==> config.mk <==
export PLATFORM = sky130hd
export DESIGN_NAME = alu_pipe
export DESIGN_NICKNAME = d
export VERILOG_FILES = /design/src/rtl/alu_pipe.sv
export SDC_FILE = /design/constraint.sdc
export NUM_CORES = 1
export LEC_CHECK = 0
export BUFFER_PORTS_ARGS = -buffer_cell sky130_fd_sc_hd__buf_2
export CAP_MARGIN = 20
export CORE_MARGIN = 3
export CORE_UTILIZATION = 50
export DETAILED_ROUTE_END_ITERATION = 10
export PLACE_DENSITY = 0.74
export SLEW_MARGIN = 20
export SYNTH_ARGS = -nofsm -noshare
export SYNTH_HDL_FRONTEND = slang
export SYNTH_SLANG_ARGS = --single-unit
==> constraint.sdc <==
create_clock -name clk -period 3.6 [get_ports clk]
set_input_delay 0.18 -clock clk [delete_from_list [all_inputs] [get_ports clk]]
set_output_delay 0.18 -clock clk [all_outputs]
set_load 0.1 [all_outputs]
==> src/rtl/alu_pipe.sv <==
// alu_pipe: handshaked WIDTH-bit ALU with an iterative shift-add multiplier and a persistent
// N/Z/C/V flag register. Single-cycle ops register on the accept edge; MUL/MULH finish WIDTH edges later.
module alu_pipe #(
  parameter int WIDTH = 8
) (
  input  logic             clk,
  input  logic             rst_n,
  input  logic             in_valid,
  output logic             in_ready,
  input  logic [WIDTH-1:0] a,
  input  logic [WIDTH-1:0] b,
  input  logic [3:0]       fn,
  input  logic             use_cflag,
  input  logic             carry_in,
  output logic             out_valid,
  input  logic             out_ready,
  output logic [WIDTH-1:0] out,
  output logic             alu_z,
  output logic             alu_c,
  output logic             alu_n,
  output logic             alu_v,
  output logic             busy
);

  localparam int SHW = $clog2(WIDTH);

  localparam logic [3:0] OP_ADD  = 4'd0;
  localparam logic [3:0] OP_ADDC = 4'd1;
  localparam logic [3:0] OP_SUB  = 4'd2;
  localparam logic [3:0] OP_SUBC = 4'd3;
  localparam logic [3:0] OP_AND  = 4'd4;
  localparam logic [3:0] OP_OR   = 4'd5;
  localparam logic [3:0] OP_XOR  = 4'd6;
  localparam logic [3:0] OP_MASK = 4'd7;
  localparam logic [3:0] OP_SHL  = 4'd8;
  localparam logic [3:0] OP_SHR  = 4'd9;
  localparam logic [3:0] OP_ASR  = 4'd10;
  localparam logic [3:0] OP_ROL  = 4'd11;
  localparam logic [3:0] OP_ROR  = 4'd12;
  localparam logic [3:0] OP_MUL  = 4'd13;
  localparam logic [3:0] OP_MULH = 4'd14;
  localparam logic [3:0] OP_CMP  = 4'd15;

  logic                 busy_r;
  logic                 out_valid_r;
  logic [WIDTH-1:0]     out_r;
  logic                 z_r, c_r, n_r, v_r;
  logic [SHW-1:0]       mul_cnt_r;
  logic                 mul_hi_r;
  logic [2*WIDTH-1:0]   acc_r;
  logic [2*WIDTH-1:0]   mcand_r;
  logic [WIDTH-1:0]     mplier_r;

  logic                 in_ready_s;
  logic                 accept_s;
  logic                 is_mul_s;
  logic                 load_single_s;
  logic                 start_mul_s;
  logic                 mul_done_s;
  logic                 cin_s;
  logic [SHW-1:0]       sh_s;
  logic                 sh_nz_s;
  logic [WIDTH:0]       add_s;
  logic [WIDTH:0]       sub_s;
  logic [WIDTH:0]       shl_s;
  logic [WIDTH:0]       shr_s;
  logic signed [WIDTH:0] asr_s;
  logic [2*WIDTH-1:0]   rol_s;
  logic [2*WIDTH-1:0]   ror_s;
  logic [2*WIDTH-1:0]   acc_nxt_s;
  logic [WIDTH-1:0]     res_s;
  logic [WIDTH-1:0]     flag_src_s;
  logic [WIDTH-1:0]     mul_res_s;
  logic                 mul_ovf_s;
  logic                 c_s;
  logic                 v_s;

  assign in_ready_s    = !busy_r && (!out_valid_r || out_ready);
  assign accept_s      = in_valid && in_ready_s;
  assign is_mul_s      = (fn == OP_MUL) || (fn == OP_MULH);
  assign load_single_s = accept_s && !is_mul_s;
  assign start_mul_s   = accept_s && is_mul_s;

  assign sh_s    = b[SHW-1:0];
  assign sh_nz_s = (sh_s != {SHW{1'b0}});

  // Carry-in source: only the carry-chained ops look at it, the rest see zero.
  always_comb begin
    cin_s = 1'b0;
    if ((fn == OP_ADDC) || (fn == OP_SUBC)) begin
      cin_s = use_cflag ? c_r : carry_in;
    end else begin
      cin_s = 1'b0;
    end
  end

  // Extra bit on each shifter catches the last bit shifted out; amount 0 leaves it clear.
  assign add_s = {1'b0, a} + {1'b0, b} + {{WIDTH{1'b0}}, cin_s};
  assign sub_s = {1'b0, a} - {1'b0, b} - {{WIDTH{1'b0}}, cin_s};
  assign shl_s = {1'b0, a} << sh_s;
  assign shr_s = {a, 1'b0} >> sh_s;
  assign asr_s = $signed({a, 1'b0}) >>> sh_s;
  assign rol_s = {a, a} << sh_s;
  assign ror_s = {a, a} >> sh_s;

  // Single-cycle result, carry and overflow selection.
  always_comb begin
    res_s = {WIDTH{1'b0}};
    c_s   = 1'b0;
    v_s   = 1'b0;
    case (fn)
      OP_ADD, OP_ADDC: begin
        res_s = add_s[WIDTH-1:0];
        c_s   = add_s[WIDTH];
        v_s   = (a[WIDTH-1] == b[WIDTH-1]) && (add_s[WIDTH-1] != a[WIDTH-1]);
      end
      OP_SUB, OP_SUBC: begin
        res_s = sub_s[WIDTH-1:0];
        c_s   = sub_s[WIDTH];
        v_s   = (a[WIDTH-1] != b[WIDTH-1]) && (sub_s[WIDTH-1] != a[WIDTH-1]);
      end
      OP_CMP: begin
        res_s = a;
        c_s   = sub_s[WIDTH];
        v_s   = (a[WIDTH-1] != b[WIDTH-1]) && (sub_s[WIDTH-1] != a[WIDTH-1]);
      end
      OP_AND:  res_s = a & b;
      OP_OR:   res_s = a | b;
      OP_XOR:  res_s = a ^ b;
      OP_MASK: res_s = a & ~b;
      OP_SHL: begin
        res_s = shl_s[WIDTH-1:0];
        c_s   = shl_s[WIDTH];
      end
      OP_SHR: begin
        res_s = shr_s[WIDTH:1];
        c_s   = shr_s[0];
      end
      OP_ASR: begin
        res_s = asr_s[WIDTH:1];
        c_s   = asr_s[0];
      end
      OP_ROL: begin
        res_s = rol_s[2*WIDTH-1:WIDTH];
        c_s   = sh_nz_s && rol_s[WIDTH];
      end
      OP_ROR: begin
        res_s = ror_s[WIDTH-1:0];
        c_s   = sh_nz_s && ror_s[WIDTH-1];
      end
      default: begin
        res_s = {WIDTH{1'b0}};
        c_s   = 1'b0;
        v_s   = 1'b0;
      end
    endcase
  end

  // CMP reports N/Z of the difference while passing A through.
  assign flag_src_s = (fn == OP_CMP) ? sub_s[WIDTH-1:0] : res_s;

  assign acc_nxt_s  = acc_r + (mplier_r[0] ? mcand_r : {(2*WIDTH){1'b0}});
  assign mul_done_s = busy_r && (mul_cnt_r == SHW'(WIDTH - 1));
  assign mul_res_s  = mul_hi_r ? acc_nxt_s[2*WIDTH-1:WIDTH] : acc_nxt_s[WIDTH-1:0];
  assign mul_ovf_s  = (acc_nxt_s[2*WIDTH-1:WIDTH] != {WIDTH{1'b0}});

  // Shift-add multiplier: one partial product per cycle, final add folded into the load edge.
  always_ff @(posedge clk or negedge rst_n) begin
    if (!rst_n) begin
      busy_r    <= 1'b0;
      mul_cnt_r <= {SHW{1'b0}};
      mul_hi_r  <= 1'b0;
      acc_r     <= {(2*WIDTH){1'b0}};
      mcand_r   <= {(2*WIDTH){1'b0}};
      mplier_r  <= {WIDTH{1'b0}};
    end else if (start_mul_s) begin
      busy_r    <= 1'b1;
      mul_cnt_r <= {SHW{1'b0}};
      mul_hi_r  <= (fn == OP_MULH);
      acc_r     <= {(2*WIDTH){1'b0}};
      mcand_r   <= {{WIDTH{1'b0}}, a};
      mplier_r  <= b;
    end else if (busy_r) begin
      busy_r    <= !mul_done_s;
      mul_cnt_r <= mul_cnt_r + SHW'(1);
      acc_r     <= acc_nxt_s;
      mcand_r   <= {mcand_r[2*WIDTH-2:0], 1'b0};
      mplier_r  <= {1'b0, mplier_r[WIDTH-1:1]};
    end
  end

  // Output and flag register: loads on a result, otherwise drains on out_ready and keeps its data.
  always_ff @(posedge clk or negedge rst_n) begin
    if (!rst_n) begin
      out_valid_r <= 1'b0;
      out_r       <= {WIDTH{1'b0}};
      z_r         <= 1'b0;
      c_r         <= 1'b0;
      n_r         <= 1'b0;
      v_r         <= 1'b0;
    end else if (load_single_s) begin
      out_valid_r <= 1'b1;
      out_r       <= res_s;
      z_r         <= (flag_src_s == {WIDTH{1'b0}});
      c_r         <= c_s;
      n_r         <= flag_src_s[WIDTH-1];
      v_r         <= v_s;
    end else if (mul_done_s) begin
      out_valid_r <= 1'b1;
      out_r       <= mul_res_s;
      z_r         <= (mul_res_s == {WIDTH{1'b0}});
      c_r         <= mul_ovf_s;
      n_r         <= mul_res_s[WIDTH-1];
      v_r         <= mul_ovf_s;
    end else if (out_ready) begin
      out_valid_r <= 1'b0;
    end
  end

  assign in_ready  = in_ready_s;
  assign out_valid = out_valid_r;
  assign out       = out_r;
  assign alu_z     = z_r;
  assign alu_c     = c_r;
  assign alu_n     = n_r;
  assign alu_v     = v_r;
  assign busy      = busy_r;

endmodule

==> results of run 1 <==
==> metal layers <==
| metal | share of wire (%) | track usage [%] | vias up | routed length, um |
|---|---|---|---|---|
| li1 | - | - | 2828 | - |
| met1 | 39 | 38.3 | 2945 | 7990 |
| met2 | 49 | 52.7 | 286 | 10100 |
| met3 | 6.8 | 6.16 | 84 | 1400 |
| met4 | 5.9 | 17.3 | 0 | 1210 |
| met5 | 0 | 0 | - | 0 |
==> cells in the final DEF, fill, tap and decap left out, types with 14 or more instances in the layout <==
cell,instances
sky130_fd_sc_hd__nor2_1,77
sky130_fd_sc_hd__nand2_1,72
sky130_fd_sc_hd__o21ai_0,57
sky130_fd_sc_hd__dfrtp_1,56
sky130_fd_sc_hd__buf_4,56
sky130_fd_sc_hd__ha_1,47
sky130_fd_sc_hd__buf_2,40
sky130_fd_sc_hd__mux2i_1,39
sky130_fd_sc_hd__a21oi_1,37
sky130_fd_sc_hd__nand3_1,28
sky130_fd_sc_hd__inv_1,28
sky130_fd_sc_hd__and2_1,18
sky130_fd_sc_hd__nor3_1,17
sky130_fd_sc_hd__nand2b_1,14
sky130_fd_sc_hd__xnor2_1,14
sky130_fd_sc_hd__a221o_1,14
==> repair_timing <==
item	in CTS	in global routing
hold endpoints to repair	24	0
buffers inserted	4	3
setup endpoints to repair	1	5
pin swaps	9	13
resized for setup	5	20
hold buffers	1	0
==> synthesized netlist by cell type, types with 8 or more instances <==
| cell type | number |
|---|---|
| sky130_fd_sc_hd__a211oi_1 | 9 |
| sky130_fd_sc_hd__a21oi_1 | 37 |
| sky130_fd_sc_hd__a221o_1 | 14 |
| sky130_fd_sc_hd__a31oi_1 | 8 |
| sky130_fd_sc_hd__and2_1 | 18 |
| sky130_fd_sc_hd__buf_2 | 14 |
| sky130_fd_sc_hd__clkbuf_1 | 24 |
| sky130_fd_sc_hd__dfrtp_1 | 58 |
| sky130_fd_sc_hd__ha_1 | 48 |
| sky130_fd_sc_hd__inv_1 | 30 |
| sky130_fd_sc_hd__mux2_2 | 9 |
| sky130_fd_sc_hd__mux2i_1 | 39 |
| sky130_fd_sc_hd__nand2_1 | 72 |
| sky130_fd_sc_hd__nand2b_1 | 14 |
| sky130_fd_sc_hd__nand3_1 | 29 |
| sky130_fd_sc_hd__nor2_1 | 77 |
| sky130_fd_sc_hd__nor3_1 | 18 |
| sky130_fd_sc_hd__o211ai_1 | 11 |
| sky130_fd_sc_hd__o21ai_0 | 59 |
| sky130_fd_sc_hd__xnor2_1 | 14 |
| sky130_fd_sc_hd__xor2_1 | 11 |
==> worst max-delay path, cell delays in order (launching register included) <==
cell and delay [ps]:
sky130_fd_sc_hd__dfrtp_4 480, sky130_fd_sc_hd__mux2_4 300, sky130_fd_sc_hd__nand3_4 70, sky130_fd_sc_hd__inv_2 40
sky130_fd_sc_hd__fa_1 550, sky130_fd_sc_hd__inv_2 70, sky130_fd_sc_hd__ha_4 160, sky130_fd_sc_hd__o21ai_4 170
sky130_fd_sc_hd__a311oi_2 140, sky130_fd_sc_hd__buf_4 170, sky130_fd_sc_hd__xor2_2 140, sky130_fd_sc_hd__a22oi_1 160
sky130_fd_sc_hd__nand3_1 190, sky130_fd_sc_hd__nor4bb_2 370, sky130_fd_sc_hd__a31oi_2 160, sky130_fd_sc_hd__a2111oi_4 300
sky130_fd_sc_hd__a211o_1 150
==> final timing paths <==
path                                   start                 endpoint  slack, ps  depth (start not counted)
setup / recovery           alu_c$_DFFE_PN0P_        alu_z$_DFFE_PN0P_        -70                         16
hold / removal                     out_ready    out_valid$_DFFE_PN0P_         60                          2
setup reg to reg           alu_c$_DFFE_PN0P_        alu_z$_DFFE_PN0P_        -70                         16
hold reg to reg            alu_z$_DFFE_PN0P_        alu_z$_DFFE_PN0P_        500                          1
max in group asynchronous              rst_n        alu_c$_DFFE_PN0P_       2330                          3
min in group asynchronous              rst_n  mcand_r[10]$_DFFE_PN0P_        380                          2
==> area by class of cell <==
cell class	instances	area share, %
Timing Repair Buffer	97	9.00
Multi-Input combinational cell	605	61.5
Clock inverter	7	1.34
Tap cell	143	2.55
Clock buffer	9	3.21
Inverter	31	1.66
Sequential cell	58	20.8
==> through the flow <==
stage | total power [uW] | util [%] | worst slack [ps] | instances
CTS | 4290 | 59.8 | 4.86 | 947
finish | 4370 | 60.9 | -69.8 | 950
global route | 4610 | 60.9 | -205 | 950
detailed placement | 3310 | 56.5 | -105 | 926
global placement | 3260 | 56.4 | -4.33 | 926
floorplan | 2710 | - | 19.8 | 739
==> logic make-up (layout without fill, tap and decap cells) <==
logic type               after synthesis  after routing  share of synthesized area [%]
AO/OA/AOI/OAI                        207            207                           23.3
XOR/XNOR                              25             25                           3.68
adder cells (fa/ha/maj)               53             53                           11.8
buffers and inverters                 76            144                           5.40
flip-flops                            58             58                           24.4
multiplexers                          53             53                           10.1
AND/OR/NAND/NOR                      267            267                           21.3
==> power groups by stage <==
stage                     logic (uW)  clock network (uW)  registers [uW]
after global placement          2200                   0            1060
after CTS                       2280                 941            1070
after floorplan                 1150                   0            1570
final                           2370                 935            1070
after detailed placement        2240                   0            1080
after global routing            2550                 964            1100
==> state kept, by name (all words and copies together), names as in the netlist <==
signal and count:
acc_r 16, alu_c 1, alu_n 1, alu_v 1, alu_z 1, busy 1, mcand_r 16, mplier_r 8
mul_cnt_r 3, mul_hi_r 1, out 8, out_valid 1
==> impl_metrics.yaml, run 1 <==
status:
  outcome: "finished with violations"
  violated_checks: "setup timing"
die:
  design.die.area_mm2: 0.0132
  coreArea_mm2: 0.0115
  row_count: 39
  start_util_pct: 51.7
  io_pins: 41
  dieHeight_um: 115
  chipWidth_um: 115
routing:
  drt-initial-drc-count: 660
  route.detailed.drc: 0
  wirelength_um: 20700
  avgViaCountPerCell: 6.47
  wire_per_inst_um: 21.8
  route.antenna.remaining_nets: 0
  firstDrtPassIters: 5
  detailroute.via_count: 6143
yosys:
  avgSynthCellArea_um2: 8.05
  post_synth_inst_count: 739
  synthDominantAreaCellType: "sky130_fd_sc_hd__dfrtp_1"
  synth.area.top_cells: "sky130_fd_sc_hd__dfrtp_1, sky130_fd_sc_hd__ha_1, sky130_fd_sc_hd__mux2i_1"
  yosysUniqueCellTypes: 68
  synth_seq_area_share_pct: 24.4
  ys_seq_elements: 58
  post_synth_instance_area_mm2: 0.00595
  async_flop_share_pct: 100
  synth_top_flop_cell: "sky130_fd_sc_hd__dfrtp_1"
  yosysTopAreaCellShare_pct: 24.4
  synth_edf_count: 0
  yosysWarningCount: 0
  synth_nets: 818
pwr:
  power_density_of_the_placed_cells_mw_per_mm2: 624
  power.switching_fraction_pct: 48.3
  power_switching_uw: 2110
  power.internal_uw: 2260
  maximum_vdd_ir_drop_uv: 582
  p_comb_share_pct: 54.1
  p_leak_uw: 0.00329
  power.sequential.fraction_pct: 24.5
  pwr-share-clk_pct: 21.4
finish:
  area_taken_by_multi_input_logic_gates_mm2: 0.00431
  final-seq-area_mm2: 0.00146
  final_cell_area_mm2: 0.00701
  number_of_filler_cells_placed_in_the_layout: 1043
  finalNetCount: 881
  area_delta_synth_final_pct: 17.8
  drive_above_1_share_pct: 18.6
  antennaDiodeCount: 0
critical_path:
  arrival_time_of_the_worst_setup_path_ps: 3940
  critical_path_required_ps: 3870
  timing_worst_setup_path_type: "reg -> reg"
  worst_path_fanout_max: 2
  critical_path.startpoint_type: "flip-flop"
  end_kind: "flip-flop"
sta:
  final_critical_path_share_of_the_clock_period_pct: 102
  setup-violations-final: 1
  finalWorstSetupSlack_ps: -69.8
  fmax_mhz: 272
  rsz_0062_raised_after_global_routing: "true"
  totalNegativeSetupSlack_ps: -69.8
  maxSlewViolCount: 0
  final_hold_viol_count: 0
  final_period_minus_worst_setup_slack_ps: 3670
  fin_worst_skew_ps: 5.83
  worstMarginPinSlew_ps: 901
  slew_headroom_pct: 39.8
  final.hold.worst_slack_ps: 61.7
clocking:
  cts_inserted_buffers: 9
  clock_latency_ps: 330
  clock_tree.root_cell: "sky130_fd_sc_hd__clkbuf_16"
  cts.path.max_buffers: 2
  numClockSinks: 58
  clock_tree.htree_level_count: 3
  path_clk_slew_ps: 60
  cts_tree: "done"
place:
  post_dp_cell_area_mm2: 0.00650
  dp_hpwl_um: 15200
  routabilityCongestion: 1.00
  port_buffers: 40
global_routing:
  grt_antenna_before_repair: 0
  grt.total_usage_pct: 31.6
  grt_first_pass_wirelength_um: 32600
  overflow: 0
  grt_max_degree: 61
  grt_pass1_vias: 6047
run:
  cap_violations: 0
hold_path:
  hp-class: "in -> reg"
Note: power is estimated with default switching activity, not from simulation.
==> run 2, diff against run 1 <==
CAP_MARGIN = unset   (was 20)
RECOVER_POWER = 25   (was unset)
==> impl_metrics.yaml, run 2 (synthesis gave the netlist of run 1 again) <==
pwr:
  pwr-share-clk_pct: 21.4
  power.sequential.fraction_pct: 24.6
  power_density_of_the_placed_cells_mw_per_mm2: 623
  power.switching_fraction_pct: 48.4
  maximum_vdd_ir_drop_uv: 573
  p_comb_share_pct: 54.0
  power.internal_uw: 2250
  power_switching_uw: 2110
  p_leak_uw: 0.00326
die:
  design.die.area_mm2: 0.0132
  dieHeight_um: 115
  coreArea_mm2: 0.0115
  row_count: 39
  io_pins: 41
  chipWidth_um: 115
  start_util_pct: 51.7
critical_path:
  critical_path.startpoint_type: "flip-flop"
  critical_path_required_ps: 3870
  arrival_time_of_the_worst_setup_path_ps: 3950
  critical-path-slowest-cell: "sky130_fd_sc_hd__fa_1"
  critical_path.max_stage_delay_ps: 550
  top_family_by_delay_on_critical_path: "compound AO/OA/AOI/OAI gates"
  timing_worst_setup_path_type: "reg -> reg"
  cp_cell_sequence: "mux2_4 > nand3_4 > inv_2 > fa_1 > inv_2 > ha_4 > o21ai_4 > a311oi_2 > buf_4 > xor2_2 > a22oi_1 > nand3_1 > nor4bb_2 > a31oi_2 > a2111oi_4 > a211o_1"
  end_kind: "flip-flop"
  worst_path_fanout_max: 2
  cell_type_with_the_highest_occurrence_count_on_the_critical_path: "sky130_fd_sc_hd__inv_2"
  cp_bufs_invs: 3
finish:
  number_of_filler_cells_placed_in_the_layout: 1047
  final-seq-area_mm2: 0.00146
  mostFrequentLayoutCell: "sky130_fd_sc_hd__nor2_1"
  antennaDiodeCount: 0
  finalNetCount: 881
  commonest_non_fill_non_tap_cells_in_the_layout: "sky130_fd_sc_hd__nor2_1, sky130_fd_sc_hd__nand2_1, sky130_fd_sc_hd__o21ai_0, sky130_fd_sc_hd__dfrtp_1, sky130_fd_sc_hd__buf_4"
  final-instance-count-excl-fill: 950
  final_cell_area_mm2: 0.00700
  layout_top_registers: "acc_r (16), mcand_r (16)"
  drive_above_1_share_pct: 17.5
  area_delta_synth_final_pct: 17.6
  area_taken_by_multi_input_logic_gates_mm2: 0.00431
hold_path:
  hp-class: "in -> reg"
clocking:
  cts_tree: "done"
  clock_tree.htree_level_count: 3
  clock_tree.root_cell: "sky130_fd_sc_hd__clkbuf_16"
  cts_inserted_buffers: 9
  cts.path.max_buffers: 2
  numClockSinks: 58
  path_clk_slew_ps: 60
  clock_latency_ps: 330
sta:
  fin_worst_skew_ps: 5.73
  fmax_mhz: 271
  setup-violations-final: 1
  worstMarginPinSlew_ps: 1310
  final_hold_viol_count: 0
  finalWorstSetupSlack_ps: -84.6
  rsz_0062_raised_after_global_routing: "true"
  final_period_minus_worst_setup_slack_ps: 3680
  slew_headroom_pct: 12.9
  final.hold.worst_slack_ps: 59.7
  final_critical_path_share_of_the_clock_period_pct: 102
  maxSlewViolCount: 0
  totalNegativeSetupSlack_ps: -84.6
place:
  port_buffers: 40
  post_dp_cell_area_mm2: 0.00650
  routabilityCongestion: 1.00
  numPlacedInstances: 926
  dp_hpwl_um: 15200
routing:
  avgViaCountPerCell: 6.45
  firstDrtPassIters: 6
  route.detailed.drc: 0
  detailroute.via_count: 6128
  wire_per_inst_um: 21.8
  route.antenna.remaining_nets: 0
  wirelength_um: 20700
  drt-initial-drc-count: 643
global_routing:
  grt_pass1_vias: 6047
  overflow: 0
  grt_antenna_before_repair: 0
  grt.total_usage_pct: 31.6
  grt_first_pass_wirelength_um: 32600
  grt_max_degree: 61
status:
  violated_checks: "setup timing"
  outcome: "finished with violations"
run:
  cap_violations: 0
run 2: worst paths after layout:
check / startpoint / end / slack [ps] / cells past startpoint
setup / recovery: alu_c$_DFFE_PN0P_ / alu_z$_DFFE_PN0P_ / -80 / 16
hold / removal: out_ready / out_valid$_DFFE_PN0P_ / 60 / 2
setup reg to reg: alu_c$_DFFE_PN0P_ / alu_z$_DFFE_PN0P_ / -80 / 16
hold reg to reg: alu_z$_DFFE_PN0P_ / alu_z$_DFFE_PN0P_ / 500 / 1
max in group asynchronous: rst_n / alu_c$_DFFE_PN0P_ / 1770 / 3
min in group asynchronous: rst_n / mcand_r[10]$_DFFE_PN0P_ / 670 / 2
run 2: metal layers:
layer	share of wire, %	routed length (um)	track usage (%)
met4	5.6	1160	17.3
met2	49	10100	52.7
met1	39	8050	38.3
met5	0	0	0
met3	6.6	1370	6.16
run 2: final cells by class:
class,instances,area share (%)
well taps,143,2.56
clock inverters,7,1.34
flip-flops and latches,58,20.8
repair buffers,97,8.85
inverters,31,1.66
clock buffers,9,3.22
multi-input cells,605,61.6
run 2: what timing repair did:
| action | CTS | global route |
|---|---|---|
| pin swaps | 9 | 13 |
| gates resized for setup | 5 | 20 |
| hold buffers | 1 | 0 |
| setup buffers | 4 | 3 |
| endpoints found under the setup margin | 1 | 5 |
| endpoints found under the hold margin | 24 | 0 |
run 2: metrics by stage:
step                      power, uW  utilization (%)  setup slack [ps]
after floorplan                2710                -              19.8
final                          4360             60.8             -84.6
after global routing           4600             60.8              -205
after CTS                      4290             59.8              4.86
after detailed placement       3310             56.5              -105
after global placement         3260             56.4             -4.33
run 2: power groups by stage:
stage / sequential [uW] / combinational, uW / clock (uW)
2_1_floorplan: 1570 / 1150 / 0
3_3_place_gp: 1060 / 2200 / 0
3_5_place_dp: 1080 / 2240 / 0
4_1_cts: 1070 / 2280 / 941
5_1_grt: 1100 / 2530 / 964
6_report: 1070 / 2350 / 934
